[config.mk]
export PLATFORM = sky130hd
export DESIGN_NAME = i2c_paddle_target
export DESIGN_NICKNAME = d
export VERILOG_FILES = /design/src/rtl/i2c_pkg.sv /design/src/rtl/i2c_line_filter.sv /design/src/rtl/i2c_paddle_target.sv
export SDC_FILE = /design/constraint.sdc
export NUM_CORES = 1
export LEC_CHECK = 0
export CORE_MARGIN = 2
export CORE_UTILIZATION = 49
export CTS_CLUSTER_SIZE = 25
export DETAILED_ROUTE_END_ITERATION = 8
export HOLD_SLACK_MARGIN = 0.15
export PLACE_DENSITY_LB_ADDON = 0.12
export SYNTH_ARGS = -nofsm -noshare
export SYNTH_HDL_FRONTEND = slang
export SYNTH_SLANG_ARGS = --single-unit
[constraint.sdc]
create_clock -name clk -period 2.1 [get_ports clk]
set_input_delay 0.42 -clock clk [delete_from_list [all_inputs] [get_ports clk]]
set_output_delay 0.42 -clock clk [all_outputs]
set_load 0.02 [all_outputs]
[src/rtl/i2c_pkg.sv]
// Shared types for the paddle-controller I2C target: FSM states and register indices.
package i2c_pkg;

   typedef enum logic [2:0] {
      StIdle,
      StAddr,
      StAddrAck,
      StWrData,
      StWrAck,
      StRdData,
      StRdAck
   } i2c_state_e;

   localparam logic [1:0] REG_PADDLE  = 2'd0;
   localparam logic [1:0] REG_BUTTONS = 2'd1;
   localparam logic [1:0] REG_ID      = 2'd2;
   localparam logic [1:0] REG_SCRATCH = 2'd3;

endpackage

[src/rtl/i2c_line_filter.sv]
// Two-flop synchroniser plus run-length glitch filter for one I2C pad, with edge pulses
// that coincide with the cycle the filtered level changes.
module i2c_line_filter #(
   parameter int unsigned FILTER_LEN = 3
) (
   input  logic clk,
   input  logic reset,
   input  logic line_in,
   output logic level,
   output logic rise,
   output logic fall
);

   localparam int unsigned CW = $clog2(FILTER_LEN + 1);

   logic [1:0]    sync;
   logic [CW-1:0] cnt;

   always_ff @(posedge clk or negedge reset) begin
      if (!reset) begin
         sync  <= 2'b11;
         level <= 1'b1;
         cnt   <= '0;
         rise  <= 1'b0;
         fall  <= 1'b0;
      end else begin
         sync <= {sync[0], line_in};
         rise <= 1'b0;
         fall <= 1'b0;
         // cnt counts consecutive synchronised samples that disagree with the accepted level
         if (sync[1] == level) begin
            cnt <= '0;
         end else if (cnt == CW'(FILTER_LEN - 1)) begin
            level <= sync[1];
            cnt   <= '0;
            rise  <= sync[1];
            fall  <= ~sync[1];
         end else begin
            cnt <= cnt + 1'b1;
         end
      end
   end

endmodule

[src/rtl/i2c_paddle_target.sv]
// I2C target serving paddle position, buttons, an ID byte and a scratch register.
// SDA is open-drain (sda_oe=1 pulls low); SCL is never driven.
module i2c_paddle_target #(
   parameter logic [6:0]  ADDR       = 7'h52,
   parameter int unsigned FILTER_LEN = 3,
   parameter logic [7:0]  ID_VALUE   = 8'hA5
) (
   input  logic       clk,
   input  logic       reset,
   input  logic       scl_in,
   input  logic       sda_in,
   output logic       sda_oe,
   input  logic [7:0] paddle_y,
   input  logic [3:0] buttons,
   output logic [7:0] scratch,
   output logic       wr_strobe,
   output logic       busy
);
   import i2c_pkg::*;

   logic       scl_f, scl_rise, scl_fall;
   logic       sda_f, sda_rise, sda_fall;
   i2c_state_e state;
   logic [7:0] shreg, tx_byte, rd_byte, rx_byte;
   logic [2:0] bit_cnt;
   logic [1:0] pointer;
   logic       rw_bit, first_byte;
   logic [7:0] shadow_paddle;
   logic [3:0] shadow_buttons;
   logic       start_cond, stop_cond;

   i2c_line_filter #(.FILTER_LEN(FILTER_LEN)) u_scl_filter (
      .clk     (clk),
      .reset   (reset),
      .line_in (scl_in),
      .level   (scl_f),
      .rise    (scl_rise),
      .fall    (scl_fall)
   );

   i2c_line_filter #(.FILTER_LEN(FILTER_LEN)) u_sda_filter (
      .clk     (clk),
      .reset   (reset),
      .line_in (sda_in),
      .level   (sda_f),
      .rise    (sda_rise),
      .fall    (sda_fall)
   );

   assign start_cond = sda_fall & scl_f;
   assign stop_cond  = sda_rise & scl_f;
   assign rx_byte    = {shreg[6:0], sda_f};

   always_comb begin
      rd_byte = 8'h00;
      unique case (pointer)
         REG_PADDLE:  rd_byte = shadow_paddle;
         REG_BUTTONS: rd_byte = {4'b0000, shadow_buttons};
         REG_ID:      rd_byte = ID_VALUE;
         REG_SCRATCH: rd_byte = scratch;
         default:     rd_byte = 8'h00;
      endcase
   end

   always_ff @(posedge clk or negedge reset) begin
      if (!reset) begin
         state          <= StIdle;
         sda_oe         <= 1'b0;
         scratch        <= 8'h00;
         wr_strobe      <= 1'b0;
         busy           <= 1'b0;
         pointer        <= 2'd0;
         shreg          <= 8'h00;
         tx_byte        <= 8'h00;
         bit_cnt        <= 3'd0;
         rw_bit         <= 1'b0;
         first_byte     <= 1'b0;
         shadow_paddle  <= 8'h00;
         shadow_buttons <= 4'h0;
      end else begin
         wr_strobe <= 1'b0;
         if (start_cond) begin
            state   <= StAddr;
            bit_cnt <= 3'd0;
            sda_oe  <= 1'b0;
         end else if (stop_cond) begin
            state  <= StIdle;
            busy   <= 1'b0;
            sda_oe <= 1'b0;
         end else begin
            case (state)
               StIdle: ;
               StAddr: if (scl_rise) begin
                  shreg   <= rx_byte;
                  bit_cnt <= bit_cnt + 3'd1;
                  if (bit_cnt == 3'd7) begin
                     if (rx_byte[7:1] == ADDR) begin
                        state          <= StAddrAck;
                        busy           <= 1'b1;
                        rw_bit         <= rx_byte[0];
                        first_byte     <= 1'b1;
                        shadow_paddle  <= paddle_y;
                        shadow_buttons <= buttons;
                     end else begin
                        state <= StIdle;
                     end
                  end
               end
               StAddrAck: if (scl_fall) begin
                  sda_oe <= 1'b1;
               end else if (scl_rise) begin
                  bit_cnt <= 3'd0;
                  if (rw_bit) begin
                     state   <= StRdData;
                     tx_byte <= rd_byte;
                  end else begin
                     state <= StWrData;
                  end
               end
               StWrData: if (scl_fall) begin
                  sda_oe <= 1'b0;
               end else if (scl_rise) begin
                  shreg   <= rx_byte;
                  bit_cnt <= bit_cnt + 3'd1;
                  if (bit_cnt == 3'd7) begin
                     state <= StWrAck;
                     if (first_byte) begin
                        pointer    <= rx_byte[1:0];
                        first_byte <= 1'b0;
                     end else begin
                        if (pointer == REG_SCRATCH) scratch <= rx_byte;
                        wr_strobe <= 1'b1;
                        pointer   <= pointer + 2'd1;
                     end
                  end
               end
               StWrAck: if (scl_fall) begin
                  sda_oe <= 1'b1;
               end else if (scl_rise) begin
                  state   <= StWrData;
                  bit_cnt <= 3'd0;
               end
               StRdData: if (scl_fall) begin
                  sda_oe  <= ~tx_byte[7];
                  tx_byte <= {tx_byte[6:0], 1'b0};
               end else if (scl_rise) begin
                  bit_cnt <= bit_cnt + 3'd1;
                  if (bit_cnt == 3'd7) begin
                     pointer <= pointer + 2'd1;
                     state   <= StRdAck;
                  end
               end
               // busy deliberately survives a NACK; only STOP ends the transaction
               StRdAck: if (scl_fall) begin
                  sda_oe <= 1'b0;
               end else if (scl_rise) begin
                  if (!sda_f) begin
                     state   <= StRdData;
                     tx_byte <= rd_byte;
                     bit_cnt <= 3'd0;
                  end else begin
                     state <= StIdle;
                  end
               end
               default: state <= StIdle;
            endcase
         end
      end
   end

endmodule

==> metrics <==
Core Area=5886 um2; GPL Wtd Cong=0.7645; NumNets Final=324; Slew HR=69.77%; Yosys cell types=45; Crit Path Max Fanout=8; min-delay src=u_scl_filter.sync[0]; fill count=490; Synth Area in Compound Gates=11.83%; setup_tns=-0.3259 ns; placed cell count=361; residual DRC count=0; violated checks=setup timing; fin util=63.73%; asr flop ratio synth=100.0%; main combinational cell family by area after synthesis=multiplexers; final worst setup slack=-0.04534 ns; largest net degree at the start of global routing=35; Cell Pwr Density=832.0 nW/um2; post-synthesis mux area share=17.18%; simple logic cell fraction of the synthesized area=12.84%; routed wire length per instance=15.97 um; min Tclk post-route=2.145 ns; top_reg_cell synth=dfrtp_1; R2R Setup Slk=-0.05 ns; share of layout cells above drive strength 1=29.97%; WHS Path Cells=0; most common cell after layout, fill and taps aside=dfrtp_1; Die Y=81.88 um; critical path's largest stage delay=0.43 ns; Layout area overhead=26.23%; Syn Std Cell Area=2972 um2; Core Rows=28; Setup CP Type=register to register; vias per std cell=5.581; VDD IR max=0.0007401 V; Leakage=1.714 nW; #FFs+latches synth=62; H-tree levels=3; r2r startpoint=bit_cnt[1]; Via Count=2132; Finish-stage setup viols=8; CTS tree=done; syn_nets=277; Port-buffer cells=26; CTS buffer count=9; Worst setup EP type=register; MaxCap Viol Count=0; clk sinks=62; XOR/XNOR share of the synthesized area=0.2947%; Setup crit start kind=register; Seq/Total Area, Yosys=52.46%; DRT antenna net count=0; Worst-Margin Slew=0.4521 ns; I/O pin cnt=27; CP Cell Sequence=ha_2 -> ha_4 -> nand3_2 -> or4_4 -> and4bb_1 -> buf_6 -> mux2_4; initial antenna violation count=0; die width=81.88 um; grt ovf=0; placed wire-length estimate=4.267 mm; most frequent cells in the layout=dfrtp_1, mux2_2, clkdlybuf4s50_1, nand2_1, buf_4; FF-to-FF End=scratch[7]; unrepaired setup endpoints after global routing=yes; Hold/Removal Path Class=register to register; Critical-path top delay cell=or4_4; Yosys warning total=0; CTS Buffer Depth=2; area leader, netlist=dfrtp_1; crit share post-route=102.2%; Starting Density=50.49%; FF-to-FF path depth=7; Area contributors post-synth=dfrtp_1, mux2_2, dfstp_2; EDFF count, synth=0; top-area cell type share of the netlist area=47.16%; CP arrival=2.37 ns; Hold EP=u_scl_filter.sync[1]; Peak Freq=466.1 MHz; clk root buf=clkbuf_8; Clk Latency, worst-skew pair=0.34 ns; CP required=2.32 ns; DRT Wirelength=6.102 mm; first-pass GRT wire length=10.01 mm; DIE AREA=6704 um2; clock slew at reported path FFs=0.07 ns; Hold Violations, Final=0; fin. max-slew vios=0; status=complete, but fails checks; post-synthesis adder-cell area fraction=2.526%; ANT cells=0; Post-Route Skew=0.01470 ns; final hold slack=0.3560 ns; First-pass DRT Iterations=4; fin cells=382; Cells after Synth=255; initial drt markers=144; mean post-synth cell area=11.65 um2; Total Routing Usage GR=20.11%; vias in the first global route=2051
## layer usage
layer | up-vias | wire length (um) | track usage, %
met3 | 12 | 211 | 3.407
li1 | 1016 | - | -
met2 | 48 | 2753 | 29.27
met5 | - | 0 | 0
met4 | 0 | 116 | 9.667
met1 | 1056 | 3021 | 29.12
## cell usage after synthesis, drive strengths merged (3+ instances only)
cell type and number:
a211oi 7, a21oi 10, a221oi 4, and2 3, buf 4, clkbuf 9, dfrtp 56, dfstp 6
ha 6, inv 6, mux2 40, mux2i 6, nand2 22, nand2b 9, nor2 12, nor2b 4
nor3b 3, o211ai 3, o21ai 13, o31ai 3
## worst max path at each step
| stage | from | to | slack, ns |
|---|---|---|---|
| 2_1_floorplan | bit_cnt[0] | scratch[0] | 0.11 |
| 3_3_place_gp | bit_cnt[0] | scratch[7] | -0.02 |
| 3_5_place_dp | bit_cnt[0] | scratch[5] | -0.04 |
| 4_1_cts | bit_cnt[0] | scratch[5] | -0.0008 |
| 5_1_grt | bit_cnt[0] | scratch[2] | -0.09 |
| 6_report | bit_cnt[1] | scratch[7] | -0.05 |
## critical path, delay by kind of cell (launching register included)
kind	cells	cell delay, ns
AND/OR/NAND/NOR	3	0.84
multiplexers	1	0.31
flip-flops	1	0.36
adder cells (fa/ha/maj)	2	0.34
buffers and inverters	1	0.17
## metrics by stage
step	total power, mW	instance area [um2]	setup WS [ns]
6_report	3.121	3751	-0.04534
5_1_grt	3.281	3751	-0.08525
4_1_cts	3.128	3684	-0.0007641
3_5_place_dp	2.031	3431	-0.03802
3_3_place_gp	2.016	3431	-0.01583
2_1_floorplan	1.798	2972	0.1057
## flip-flops by register name, summed over array words and instances (netlist names), 3 cells and up
register	count
bit_cnt	3
scratch	8
shadow_buttons	4
shadow_paddle	8
shreg	7
state	3
tx_byte	8
## report_power, final
part	total, mW	switching [mW]	internal, mW
Combinational	0.613	0.328	0.286
Clock	1.09	0.471	0.617
Sequential	1.42	0.111	1.31
Total	3.12	0.909	2.21
## area by class of cell
| cell class | count | area (um2) | share of cell area [%] |
|---|---|---|---|
| clock inverter | 4 | 55.05 | 1.468 |
| timing repair buffer | 49 | 471.7 | 12.58 |
| tap | 75 | 93.84 | 2.502 |
| multi-input combinational | 174 | 1394 | 37.16 |
| sequential | 62 | 1559 | 41.56 |
| clock buffer | 12 | 155.1 | 4.136 |
| inverter | 6 | 22.52 | 0.6004 |
## cells by family after synthesis
logic type / Yosys count
adders and majority gates: 6
and+or+nand+nor: 69
xor gates and xnor gates: 1
AOI/OAI and AO/OA: 52
muxes: 46
buffers and inverters: 19
DFF: 62
## repair_timing
action | 4_1_cts | 5_1_grt
endpoints found under the hold margin | 13 | 0
hold buffers | 1 | 0
endpoints found under the setup margin | 8 | 29
setup buffers | 3 | 1
gates resized for setup | 3 | 13
pin swaps | 1 | 3
Power figures use the tool's default switching activity.
